$ cat config.mk
export PLATFORM = sky130hd
export DESIGN_NAME = mastermind_round_ctrl_flat
export DESIGN_NICKNAME = d
export VERILOG_FILES = /design/src/rtl/mastermind_pkg.sv /design/src/rtl/mastermind_round_ctrl_if.sv /design/src/rtl/mastermind_round_ctrl_btn_edge.sv /design/src/rtl/mastermind_round_ctrl.sv /design/src/flat_wrapper.sv
export SDC_FILE = /design/constraint.sdc
export NUM_CORES = 1
export LEC_CHECK = 0
export CAP_MARGIN = 20
export CORE_MARGIN = 1.5
export CORE_UTILIZATION = 43
export DETAILED_ROUTE_END_ITERATION = 10
export MAX_ROUTING_LAYER = met4
export PLACE_DENSITY = 0.75
export SYNTH_ARGS = -nofsm -noshare
export SYNTH_HDL_FRONTEND = slang
export SYNTH_SLANG_ARGS = --single-unit
$ cat constraint.sdc
create_clock -name clk -period 1.4 [get_ports clk]
set_input_delay 0.21 -clock clk [delete_from_list [all_inputs] [get_ports clk]]
set_output_delay 0.21 -clock clk [all_outputs]
set_load 0.05 [all_outputs]
$ cat src/rtl/mastermind_pkg.sv
// Shared types and defaults for the Mastermind board: FSM states, counter and
// peg widths used by the round controller and its neighbours.
package mastermind_pkg;

   localparam int unsigned NUM_SLOTS_DEF   = 4;
   localparam int unsigned MAX_GUESSES_DEF = 8;
   localparam int unsigned SYM_W_DEF       = 3;
   localparam int unsigned PEG_W           = 3;
   localparam int unsigned SLOT_W          = 2;
   localparam int unsigned GCNT_W          = 4;

   typedef enum logic [2:0] {
      ST_CODE       = 3'd0,
      ST_GUESS      = 3'd1,
      ST_SCORE_REQ  = 3'd2,
      ST_SCORE_WAIT = 3'd3,
      ST_JUDGE      = 3'd4,
      ST_WIN        = 3'd5,
      ST_LOSE       = 3'd6
   } state_e;

endpackage

$ cat src/rtl/mastermind_round_ctrl_if.sv
// Board-side bundle for the round controller: player keys, scoring-engine
// handshake, register write strobes and status outputs.
interface mastermind_round_ctrl_if;
   import mastermind_pkg::*;

   logic              load;
   logic              new_game;
   logic              score_done;
   logic [PEG_W-1:0]  red_in;
   logic [PEG_W-1:0]  white_in;
   logic              code_we;
   logic              guess_we;
   logic [SLOT_W-1:0] slot_idx;
   logic              score_start;
   logic [PEG_W-1:0]  red_out;
   logic [PEG_W-1:0]  white_out;
   logic [GCNT_W-1:0] guess_count;
   logic              win;
   logic              lose;
   logic              busy;

   // The round controller owns the strobes and status.
   modport master (
      input  load, new_game, score_done, red_in, white_in,
      output code_we, guess_we, slot_idx, score_start,
      output red_out, white_out, guess_count, win, lose, busy
   );

   modport slave (
      output load, new_game, score_done, red_in, white_in,
      input  code_we, guess_we, slot_idx, score_start,
      input  red_out, white_out, guess_count, win, lose, busy
   );

endinterface

$ cat src/rtl/mastermind_round_ctrl_btn_edge.sv
// Registers a synchronised key level and emits a one-cycle pulse on its rising
// edge; shared by the board's KEY inputs.
module mastermind_round_ctrl_btn_edge (
   input  logic clk,
   input  logic resetn,
   input  logic btn,
   output logic press
);

   logic btn_q;
   logic btn_d;

   // Next value of the delayed key level, cleared by reset.
   always_comb begin
      if (!resetn) begin
         btn_d = 1'b0;
      end else begin
         btn_d = btn;
      end
   end

   // Delayed key level register.
   always_ff @(posedge clk) begin
      btn_q <= btn_d;
   end

   assign press = btn & ~btn_q;

endmodule

$ cat src/rtl/mastermind_round_ctrl.sv
// Mastermind round sequencer: turns load presses into code/guess slot writes,
// runs the scoring handshake, latches feedback and decides win or lose.
module mastermind_round_ctrl
   import mastermind_pkg::*;
#(
   parameter int unsigned NUM_SLOTS   = NUM_SLOTS_DEF,
   parameter int unsigned MAX_GUESSES = MAX_GUESSES_DEF,
   parameter int unsigned SYM_W       = SYM_W_DEF
) (
   input logic                     clk,
   input logic                     resetn,
   mastermind_round_ctrl_if.master bus
);

   state_e            state_q, state_d;
   logic [SLOT_W-1:0] slot_q, slot_d;
   logic [GCNT_W-1:0] gcnt_q, gcnt_d;
   logic [PEG_W-1:0]  red_q, red_d;
   logic [PEG_W-1:0]  white_q, white_d;
   logic              press_s;
   logic              last_slot_s;
   logic              code_we_s;
   logic              guess_we_s;
   logic              start_s;

   // Symbol width matters only to the external code/guess registers.
   if (SYM_W == 0) begin : g_sym_w_zero
   end

   mastermind_round_ctrl_btn_edge u_load_edge (
      .clk    (clk),
      .resetn (resetn),
      .btn    (bus.load),
      .press  (press_s)
   );

   assign last_slot_s = (slot_q == SLOT_W'(NUM_SLOTS - 1));

   // Next-state, counters and write strobes; reset overrides everything last.
   always_comb begin
      state_d    = state_q;
      slot_d     = slot_q;
      gcnt_d     = gcnt_q;
      red_d      = red_q;
      white_d    = white_q;
      code_we_s  = 1'b0;
      guess_we_s = 1'b0;
      start_s    = 1'b0;
      case (state_q)
         ST_CODE, ST_GUESS: begin
            if (press_s) begin
               code_we_s  = (state_q == ST_CODE);
               guess_we_s = (state_q == ST_GUESS);
               if (last_slot_s) begin
                  slot_d  = {SLOT_W{1'b0}};
                  state_d = (state_q == ST_CODE) ? ST_GUESS : ST_SCORE_REQ;
               end else begin
                  slot_d = slot_q + SLOT_W'(1);
               end
            end else begin
               slot_d = slot_q;
            end
         end
         ST_SCORE_REQ: begin
            start_s = 1'b1;
            state_d = ST_SCORE_WAIT;
         end
         ST_SCORE_WAIT: begin
            if (bus.score_done) begin
               red_d   = bus.red_in;
               white_d = bus.white_in;
               state_d = ST_JUDGE;
               if (gcnt_q < GCNT_W'(MAX_GUESSES)) begin
                  gcnt_d = gcnt_q + GCNT_W'(1);
               end else begin
                  gcnt_d = gcnt_q;
               end
            end else begin
               state_d = ST_SCORE_WAIT;
            end
         end
         ST_JUDGE: begin
            // A full red score wins even on the final allowed guess.
            if (red_q == PEG_W'(NUM_SLOTS)) begin
               state_d = ST_WIN;
            end else if (gcnt_q == GCNT_W'(MAX_GUESSES)) begin
               state_d = ST_LOSE;
            end else begin
               state_d = ST_GUESS;
               slot_d  = {SLOT_W{1'b0}};
            end
         end
         ST_WIN, ST_LOSE: begin
            if (bus.new_game) begin
               state_d = ST_CODE;
               slot_d  = {SLOT_W{1'b0}};
               gcnt_d  = {GCNT_W{1'b0}};
               red_d   = {PEG_W{1'b0}};
               white_d = {PEG_W{1'b0}};
            end else begin
               state_d = state_q;
            end
         end
         default: begin
            state_d = ST_CODE;
            slot_d  = {SLOT_W{1'b0}};
         end
      endcase
      if (!resetn) begin
         state_d    = ST_CODE;
         slot_d     = {SLOT_W{1'b0}};
         gcnt_d     = {GCNT_W{1'b0}};
         red_d      = {PEG_W{1'b0}};
         white_d    = {PEG_W{1'b0}};
         code_we_s  = 1'b0;
         guess_we_s = 1'b0;
         start_s    = 1'b0;
      end else begin
         state_d = state_d;
      end
   end

   // Round state, slot pointer, guess counter and latched feedback.
   always_ff @(posedge clk) begin
      state_q <= state_d;
      slot_q  <= slot_d;
      gcnt_q  <= gcnt_d;
      red_q   <= red_d;
      white_q <= white_d;
   end

   assign bus.code_we     = code_we_s;
   assign bus.guess_we    = guess_we_s;
   assign bus.slot_idx    = slot_q;
   assign bus.score_start = start_s;
   assign bus.red_out     = red_q;
   assign bus.white_out   = white_q;
   assign bus.guess_count = gcnt_q;
   assign bus.win         = (state_q == ST_WIN);
   assign bus.lose        = (state_q == ST_LOSE);
   assign bus.busy        = (state_q == ST_SCORE_REQ) || (state_q == ST_SCORE_WAIT);

endmodule

$ cat src/flat_wrapper.sv
// flat-port wrapper written by rule: the top's interface ports become plain ports
module mastermind_round_ctrl_flat import mastermind_pkg::*;
#(
   parameter int unsigned NUM_SLOTS   = NUM_SLOTS_DEF,
   parameter int unsigned MAX_GUESSES = MAX_GUESSES_DEF,
   parameter int unsigned SYM_W       = SYM_W_DEF
)
  (clk, resetn, bus_load, bus_new_game, bus_score_done, bus_red_in, bus_white_in, bus_code_we, bus_guess_we, bus_slot_idx, bus_score_start, bus_red_out, bus_white_out, bus_guess_count, bus_win, bus_lose, bus_busy);
  mastermind_round_ctrl_if bus_i ();
  input logic clk;
  input logic resetn;
  input wire logic [$bits(bus_i.load)-1:0] bus_load;
  input wire logic [$bits(bus_i.new_game)-1:0] bus_new_game;
  input wire logic [$bits(bus_i.score_done)-1:0] bus_score_done;
  input wire logic [$bits(bus_i.red_in)-1:0] bus_red_in;
  input wire logic [$bits(bus_i.white_in)-1:0] bus_white_in;
  output wire logic [$bits(bus_i.code_we)-1:0] bus_code_we;
  output wire logic [$bits(bus_i.guess_we)-1:0] bus_guess_we;
  output wire logic [$bits(bus_i.slot_idx)-1:0] bus_slot_idx;
  output wire logic [$bits(bus_i.score_start)-1:0] bus_score_start;
  output wire logic [$bits(bus_i.red_out)-1:0] bus_red_out;
  output wire logic [$bits(bus_i.white_out)-1:0] bus_white_out;
  output wire logic [$bits(bus_i.guess_count)-1:0] bus_guess_count;
  output wire logic [$bits(bus_i.win)-1:0] bus_win;
  output wire logic [$bits(bus_i.lose)-1:0] bus_lose;
  output wire logic [$bits(bus_i.busy)-1:0] bus_busy;
  assign bus_i.load = bus_load;
  assign bus_i.new_game = bus_new_game;
  assign bus_i.score_done = bus_score_done;
  assign bus_i.red_in = bus_red_in;
  assign bus_i.white_in = bus_white_in;
  assign bus_code_we = bus_i.code_we;
  assign bus_guess_we = bus_i.guess_we;
  assign bus_slot_idx = bus_i.slot_idx;
  assign bus_score_start = bus_i.score_start;
  assign bus_red_out = bus_i.red_out;
  assign bus_white_out = bus_i.white_out;
  assign bus_guess_count = bus_i.guess_count;
  assign bus_win = bus_i.win;
  assign bus_lose = bus_i.lose;
  assign bus_busy = bus_i.busy;
  mastermind_round_ctrl #(.NUM_SLOTS(NUM_SLOTS), .MAX_GUESSES(MAX_GUESSES), .SYM_W(SYM_W)) u_core (.clk(clk), .resetn(resetn), .bus(bus_i));
endmodule
After elaboration in Yosys (flattened, before gate mapping)
Cells that the tools add are included.
{ "totals": {"reg_bits": 16, "input_bits": 11} }
{ "classes": {"n_addsub": 2, "n_lt_le_gt_ge": 1, "eq_ne": 16, "n_mux": 30, "bitwise": 3, "n_reduce_logical": 10} }
{ "ops": {"columns": ["operator", "n"], "rows": [
  ["$mux W3", 8],
  ["$pmux W3 S5", 1],
  ["$eq A3 B3 Y1 const B", 4],
  ["$mux W2", 6],
  ["$mux W4", 3],
  ["$pmux W3 S2", 2],
  ["$mux W1", 8],
  ["$ne A2 B2 Y1 const B", 4],
  ["$pmux W2 S4", 1],
  ["$pmux W4 S2", 1],
  ["$eq A3 B2 Y1 const B", 2],
  ["$ne A2 B1 Y1 const B", 3],
  ["$reduce_and A3 Y1", 2],
  ["$reduce_or A2 Y1", 3],
  ["$reduce_and A5 Y1", 1],
  ["$add A4 B1 Y4 const B", 1],
  ["$eq A4 B4 Y1 const B", 1],
  ["$lt A4 B4 Y1 const B", 1],
  ["$reduce_and A4 Y1", 1],
  ["$eq A3 B1 Y1 const B", 1],
  ["$logic_not A3 Y1", 1],
  ["$add A2 B1 Y2 const B", 1],
  ["$eq A2 B2 Y1 const B", 1],
  ["$not A1 Y1", 2],
  ["3 further kinds", 3]
]} }

Logic depth before layout (Yosys ltp)
Gate-level depths: netlist of run 1.
{ "logic_depth": {"word_depth": 5, "mapped_depth": 6, "ltp_nobuf": 6} }

Hierarchy
Synthesis of run 1 repeated with hierarchy kept, for this count alone.
{ "hier_totals": {"cells_unflattened": 103, "area_unflattened_um2": 960.9} }
{ "modules_own_cells": {"columns": ["mod", "n_inst", "cells_each", "area_per_inst_um2"], "rows": [
  ["mastermind_round_ctrl", 1, 100, 920.9],
  ["mastermind_round_ctrl_btn_edge", 1, 3, 40.0]
]} }

Least setup slack after synthesis of run 1
OpenSTA, ideal clock, no wires.
{ "synth_timing": {"kind": "reg-to-output", "startpoint": "register u_core.state_q[2]", "endpoint": "output bus_code_we", "arrival_ns": 1.884, "t_required_ns": 1.190, "slack_ns": -0.694, "path_stages_with_launch": 6, "n_path_buf": 2, "path_cell_list": "dfxtp_1 buf_4 inv_2 buf_2 nand4_1 nor3_1"} }
{ "synth_between": {"elab_chain_cells": 4} }
{ "synth_rtl": {"columns": ["item", "line", "rtl"], "rows": [
  ["from (decl)", "mastermind_round_ctrl.sv:15", "state_e state_q, state_d;"],
  ["from (signal assigned)", "mastermind_round_ctrl.sv:125", "state_q <= state_d;"],
  ["$eq A3 B1 Y1 or $logic_not A3 Y1 (tied branches)", "mastermind_round_ctrl.sv:49, mastermind_round_ctrl.sv:52", null],
  ["$reduce_or A2 Y1 or $mux W1 (tied branches)", "mastermind_round_ctrl.sv:49, mastermind_round_ctrl.sv:51", null],
  ["$mux W1 *", "mastermind_round_ctrl.sv:49", "case (state_q)"],
  ["$mux W1 *", "mastermind_round_ctrl.sv:109", "if (!resetn) begin"],
  ["to (decl)", "flat_wrapper.sv:17", "output wire logic [$bits(bus_i.code_we)-1:0] bus_code_we;"]
]} }
Mark *: on every way between the ends. The rest lies on a longest branch, timed or not.

Worst setup path in the final report of run 1
{ "layout_timing": {"startpoint": "register u_core.state_q[2]", "endpoint": "output bus_guess_we"} }
{ "layout_between": {"elab_chain_cells": 4} }
{ "layout_rtl": {"columns": ["item", "line", "rtl"], "rows": [
  ["$eq A3 B1 Y1 or $logic_not A3 Y1 (tied branches)", "mastermind_round_ctrl.sv:49, mastermind_round_ctrl.sv:53", null],
  ["$mux W1 or $reduce_or A2 Y1 (tied branches)", "mastermind_round_ctrl.sv:51, mastermind_round_ctrl.sv:49", null],
  ["$mux W1 *", "mastermind_round_ctrl.sv:49", null],
  ["$mux W1 *", "mastermind_round_ctrl.sv:109", null],
  ["to (decl)", "flat_wrapper.sv:18", "output wire logic [$bits(bus_i.guess_we)-1:0] bus_guess_we;"]
]} }
Marks and branches as above.

==> qor.yml, run 1 <==
status:
  status: "complete, but fails checks"
  violations: "negative setup slack"
clock_network:
  tritoncts.num_buffers: 3
  clock-sinks: 16
  clk_root_buffer_cell: "sky130_fd_sc_hd__clkbuf_4"
  clockBufferDepth: 2
  cts_tree: "yes"
  cts.htree.levels: 1
  clock_insertion_delay_worst_skew_ps: 290
  clkTransAtPathRegs_ps: 100
sta:
  period_utilization_post_route_pct: 112
  finalMaxSlewViolations: 0
  timing.fmax_mhz: 639
  clock_period_minus_worst_slack_ps: 1570
  finalSetupViolCount: 13
  skew_ps: 0.780
  timing_hold_violations_final: 0
  tns_ps: -978
  postLayoutSetupSlackWorst_ps: -166
  slew_headroom_pct: 78.6
  grt_setup_unrepaired: "true"
  worst_pin_slew_ps: 320
placement:
  place_congestion: 0.829
  dpl.hpwl_um: 2210
  portBuffers: 28
  dpl.cell_count: 194
  detailedPlace.worstSlack_ps: -313
yosys:
  mappedNetlistNets: 141
  synth.cell_area_sq_um: 1080
  synth_enable_flop_cells: 0
  synthesis.instances: 127
  synth_flop_cell: "sky130_fd_sc_hd__dfxtp_1"
  post_synthesis_sequential_area_ratio_pct: 29.5
  yosys_warnings: 0
  syn_avg_cell_area_sq_um: 8.54
  postSynthRegisterBits: 16
  synth-async-reset-ratio_pct: 0
  synthDistinctLibCells: 51
critical_path:
  critical_path.reg2reg.startpoint: "u_core.state_q[1]"
  worst-setup-path-type: "register to primary output"
  crit_path_start_kind: "register"
  critPathMaxStageDelay_ps: 380
  worstPathCellList: "inv_4 > nand4_1 > buf_4 > nor2_4 > buf_12"
  rr_worst_depth: 5
  worst_setup_path_startpoint: "u_core.state_q[2]"
  critical_path_required_ps: 1190
  cp_endpoint_kind: "primary output"
  critPathMaxFanout: 3
  crit_arrival_ps: 1360
  cp_slowest_cell: "sky130_fd_sc_hd__dfxtp_4"
power:
  powerDensity_nw_per_um2: 447
  p_total_w: 0.000938
  ir_worst_vdd_uv: 521
  p_leak_nw: 0.793
detailed_routing:
  dr_vias: 1317
  drc_errors: 0
  detail-route-antenna-nets: 0
  avgRoutedWirePerCell_um: 19.8
  drtPass1Iterations: 4
  final_wirelength_um: 4310
  post_drt_via_cell_ratio: 6.04
  drt_iter0_markers: 46
global_routing:
  use_met3_pct: 4.24
  grt_util_all_layers_pct: 27.5
  gr-usage-met2_pct: 46.9
  maximum_number_of_pins_on_one_net_before_global_route_repair: 12
  grt_antenna_before_repair: 0
  grt_pass1_wl_um: 5530
  via_count_of_the_first_global_routing_pass: 1239
  global_route.peak_usage_layer: "met2"
  grt.met1_usage_pct: 32.8
  globalRoute.totalOverflow: 0
cells_and_area:
  nets: 203
  multi_input_comb_area_sq_um: 833
  areaGrowthSynthToFinish_pct: 93.3
  most-common-layout-cells: "sky130_fd_sc_hd__buf_4, sky130_fd_sc_hd__buf_12, sky130_fd_sc_hd__clkdlybuf4s50_1, sky130_fd_sc_hd__buf_6, sky130_fd_sc_hd__a21oi_1"
  utilization_after_layout_pct: 86.2
  layout.area.seq_sq_um: 353
  drive_gt1_share_pct: 60.1
  layout.filler_cells: 117
  layout.cells.most_common: "sky130_fd_sc_hd__buf_4"
  antennaDiodeCount: 0
  fin_cells: 218
hold_path:
  hold_start: "bus_load"
  holdCritPathClass: "input port to register"
  worst_hold_path.num_cells: 2
floorplan:
  core_area_sq_um: 2430
  pin_count: 29
  fp.dieW_um: 53.2
  dieArea_sq_um: 2830
  initial_utilization_pct: 44.6
  rows: 18
  dieHeight_um: 53.2
flow_run:
  max-cap-violations: 0
[sequential cells by signal, indices dropped and copies added, names as in the netlist]
name	cells
u_core.bus.guess_count	4
u_core.bus.white_out	3
u_core.u_load_edge.btn_q	1
u_core.state_q	3
u_core.bus.red_out	3
u_core.bus.slot_idx	2
[Yosys cell counts, types with 2 or more instances]
library cell / instances / area share [%]
sky130_fd_sc_hd__nand2_1: 5 / 1.7
sky130_fd_sc_hd__buf_2: 5 / 2.3
sky130_fd_sc_hd__and2_1: 2 / 1.2
sky130_fd_sc_hd__o21ai_0: 2 / 0.92
sky130_fd_sc_hd__and2b_1: 2 / 1.4
sky130_fd_sc_hd__mux2i_1: 2 / 1.8
sky130_fd_sc_hd__or3b_1: 2 / 1.6
sky130_fd_sc_hd__buf_4: 2 / 1.4
sky130_fd_sc_hd__dfxtp_1: 16 / 30
sky130_fd_sc_hd__ha_1: 3 / 3.5
sky130_fd_sc_hd__nor2_1: 5 / 1.7
sky130_fd_sc_hd__and2b_2: 2 / 1.6
sky130_fd_sc_hd__nand3_1: 11 / 5.1
sky130_fd_sc_hd__nand3b_1: 5 / 3.5
sky130_fd_sc_hd__o22ai_1: 2 / 1.2
sky130_fd_sc_hd__inv_1: 6 / 2.1
sky130_fd_sc_hd__nand2b_1: 2 / 1.2
sky130_fd_sc_hd__a221o_1: 2 / 1.8
sky130_fd_sc_hd__a21oi_1: 14 / 6.5
sky130_fd_sc_hd__o2111ai_1: 6 / 4.8
[layout make-up]
class / instances / area share, %
multi-input combinational: 94 / 39.7
timing repair buffer: 67 / 38.4
sequential: 16 / 16.8
tap: 30 / 1.79
clock buffer: 4 / 1.73
inverter: 7 / 1.49
[metal layers]
metal,routed length [um],vias up
li1,-,596
met1,1790,645
met2,2170,58
met3,226,18
met4,116,0
met5,0,-
[worst max-delay path: cells and delay by family (launching register included)]
kind / cells / cell delay [ps]
flip-flops: 1 / 380
buffers and inverters: 3 / 410
AND/OR/NAND/NOR: 2 / 280
[through the flow]
stage | hold WS [ps] | instance area, sq um
CTS | 324 | 1940
detailed placement | 494 | 1700
global route | 362 | 2100
floorplan | 332 | 1140
global placement | 488 | 1700
finish | 360 | 2100
[path summary, 6_finish.rpt]
kind / to / slack, ps
max: bus_guess_we / -170
min: u_core.u_load_edge.btn_q / 360
max reg2reg: u_core.bus.red_out[1] / -110
min reg2reg: u_core.bus.slot_idx[0] / 500
[cells by family after synthesis]
| kind of cell | share of synthesized area [%] |
|---|---|
| adders and majority gates | 3.46 |
| muxes | 1.85 |
| AOI/OAI and AO/OA | 28.0 |
| DFF | 29.5 |
| and+or+nand+nor | 27.9 |
| xor gates and xnor gates | 0.808 |
| buffers and inverters | 8.42 |
[what timing repair did]
item / 4_1_cts / 5_1_grt
hold buffers: 0 / 0
gates cloned: 0 / 1
endpoints found under the setup margin: 20 / 21
hold endpoints to repair: 0 / 0
gates resized for setup: 27 / 27
pin swaps: 19 / 14
buffers inserted: 13 / 6
[where the power goes]
| group | internal (W) | switching, W | total [W] |
|---|---|---|---|
| clock | 0.000158 | 0.000164 | 0.000323 |
| sequential | 0.000452 | 0.00000761 | 0.000460 |
| combinational | 0.0000819 | 0.0000739 | 0.000156 |
| total | 0.000692 | 0.000246 | 0.000938 |
Power figures use the tool's default switching activity.
==> inputs of run 2 (changes only) <==
SKIP_CTS_REPAIR_TIMING = 1   (was not set)
SLEW_MARGIN = 20   (was not set)
==> qor.yml, run 2 (same netlist as run 1, synthesis figures left out) <==
status:
  status: "complete, but fails checks"  # unchanged
  violations: "negative setup slack"  # unchanged
detailed_routing:
  drc_errors: 0  # unchanged
  avgRoutedWirePerCell_um: 15.6  # was 19.8 um
  post_drt_via_cell_ratio: 5.61  # was 6.04
  drt_iter0_markers: 26  # was 46
  dr_vias: 1161  # was 1,317
  final_wirelength_um: 3230  # was 4310 um
  drtPass1Iterations: 4  # unchanged
  detail-route-antenna-nets: 0  # unchanged
sta:
  postLayoutSetupSlackWorst_ps: -145  # was -166 ps
  period_utilization_post_route_pct: 110  # was 112%
  clock_period_minus_worst_slack_ps: 1550  # was 1570 ps
  timing_hold_violations_final: 0  # unchanged
  finalMaxSlewViolations: 0  # unchanged
  worst_pin_slew_ps: 305  # was 320 ps
  grt_setup_unrepaired: "true"  # unchanged
  timing.fmax_mhz: 647  # was 639 MHz
  skew_ps: 3.94  # was 0.780 ps
  finalSetupViolCount: 15  # was 13
  slew_headroom_pct: 79.6  # was 78.6%
clock_network:
  clock-sinks: 16  # unchanged
  clockBufferDepth: 2  # unchanged
  clkTransAtPathRegs_ps: 100  # about the same
  cts_tree: "yes"  # unchanged
  clock_insertion_delay_worst_skew_ps: 290  # about the same
  cts.htree.levels: 1  # unchanged
  tritoncts.num_buffers: 3  # unchanged
  clk_root_buffer_cell: "sky130_fd_sc_hd__clkbuf_4"  # unchanged
power:
  seq_power_share_pct: 50.0  # was 49.0%
  internal_power_contribution_w: 0.000686  # was 0.000692 W
  ir_worst_vdd_uv: 630  # was 521 uV
  combinational_share_of_power_pct: 15.1  # was 16.6%
  sw_frac_of_total_pct: 25.5  # was 26.2%
  switchingPower_w: 0.000235  # was 0.000246 W
  power_frac_clock_pct: 34.9  # was 34.4%
  p_leak_nw: 0.735  # was 0.793 nW
  powerDensity_nw_per_um2: 481  # was 447 nW/um^2
placement:
  place_congestion: 0.829  # unchanged
  postPlaceCellArea_sq_um: 1700  # unchanged
  portBuffers: 28  # unchanged
  dpl.cell_count: 194  # unchanged
  dpl.hpwl_um: 2210  # unchanged
  detailedPlace.worstSlack_ps: -313  # unchanged
floorplan:
  rows: 18  # unchanged
  pin_count: 29  # unchanged
  dieArea_sq_um: 2830  # unchanged
  initial_utilization_pct: 44.6  # unchanged
  fp.dieW_um: 53.2  # unchanged
  dieHeight_um: 53.2  # unchanged
  core_area_sq_um: 2430  # unchanged
critical_path:
  critical_path_required_ps: 1190  # about the same
  cp_endpoint_kind: "primary output"  # unchanged
  worst-setup-path-type: "register to primary output"  # unchanged
  crit_arrival_ps: 1340  # was 1360 ps
  crit_path_start_kind: "register"  # unchanged
  critPathMaxFanout: 4  # was 3
cells_and_area:
  antennaDiodeCount: 0  # unchanged
  layout.cells.most_common: "sky130_fd_sc_hd__buf_4"  # unchanged
  most-common-layout-cells: "sky130_fd_sc_hd__buf_4, sky130_fd_sc_hd__buf_12, sky130_fd_sc_hd__a21oi_1, sky130_fd_sc_hd__clkdlybuf4s50_1, sky130_fd_sc_hd__nand3_1"  # was sky130_fd_sc_hd__buf_4, sky130_fd_sc_hd__buf_12, sky130_fd_sc_hd__clkdlybuf4s50_1, sky130_fd_sc_hd__buf_6, sky130_fd_sc_hd__a21oi_1
  fin_cells: 207  # was 218
  design_area_sq_um: 1910  # was 2100 sq um
  areaGrowthSynthToFinish_pct: 76.5  # was 93.3%
  nets: 192  # was 203
  layout.filler_cells: 151  # was 117
  number_of_flip_flops_under_the_largest_register_name: 4  # unchanged
  drive_gt1_share_pct: 52.0  # was 60.1%
global_routing:
  grt_antenna_before_repair: 0  # unchanged
  grt_util_all_layers_pct: 22.6  # was 27.5%
  grt_pass1_wl_um: 4570  # was 5530 um
  maximum_number_of_pins_on_one_net_before_global_route_repair: 18  # was 12
  via_count_of_the_first_global_routing_pass: 1033  # was 1,239
  globalRoute.totalOverflow: 0  # unchanged
flow_run:
  max-cap-violations: 0  # unchanged
hold_path:
  holdCritPathClass: "input port to register"  # unchanged
==> run 2: layout make-up <==
type / count / area (sq um) / share of cell area, %
repair buffers: 56 / 688 / 35.9
flip-flops and latches: 16 / 353 / 18.4
clock buffers: 4 / 36.3 / 1.90
well taps: 30 / 37.5 / 1.96
inverters: 7 / 33.8 / 1.76
multi-input cells: 94 / 766 / 40.0
==> run 2: power by group through the flow <==
stage / clock network [W] / logic, W / registers (W)
floorplan: 0 / 0.0000460 / 0.000492
global placement: 0 / 0.000131 / 0.000477
detailed placement: 0 / 0.000133 / 0.000478
CTS: 0.000322 / 0.000134 / 0.000467
global route: 0.000345 / 0.000148 / 0.000462
finish: 0.000321 / 0.000139 / 0.000461
==> run 2: worst paths after layout <==
kind / slack, ps / depth (start not counted) / start / end
hold reg to reg: 500 / 2 / u_core.bus.red_out[0] / u_core.bus.red_out[0]
setup reg to reg: -60 / 5 / u_core.state_q[2] / u_core.state_q[0]
hold / removal: 220 / 2 / bus_load / u_core.u_load_edge.btn_q
setup / recovery: -150 / 4 / u_core.state_q[0] / bus_score_start
==> run 2: worst max-delay path: stages, from the launching register on <==
cell and delay [ps]:
sky130_fd_sc_hd__dfxtp_4 370, sky130_fd_sc_hd__and2b_4 270, sky130_fd_sc_hd__buf_6 100, sky130_fd_sc_hd__and3_4 170, sky130_fd_sc_hd__buf_12 130
==> run 2: through the flow <==
step	total power (W)	TNS [ps]	util [%]	hold WS (ps)
after floorplan	0.000538	-121	-	332
after global placement	0.000608	-2300	70.1	488
after detailed placement	0.000611	-2890	70.1	494
after CTS	0.000922	-2670	71.6	510
after global routing	0.000955	-1660	78.7	237
final	0.000921	-842	78.7	218
==> run 2: layer usage <==
metal / part of all wire (%) / global-route usage (%) / vias up / wire (um)
li1: - / - / 575 / -
met1: 45 / 29.0 / 558 / 1470
met2: 51 / 36.0 / 23 / 1650
met3: 2.3 / 3.67 / 5 / 75
met4: 1.1 / 7.69 / 0 / 36
met5: 0 / - / - / 0
==> inputs of run 3 (changes only) <==
CAP_MARGIN = not set   (was 20)
CTS_CLUSTER_DIAMETER = 100   (was not set)
==> results of run 3 <==
The final DEF is identical to that of run 2; final timing and power are the same.
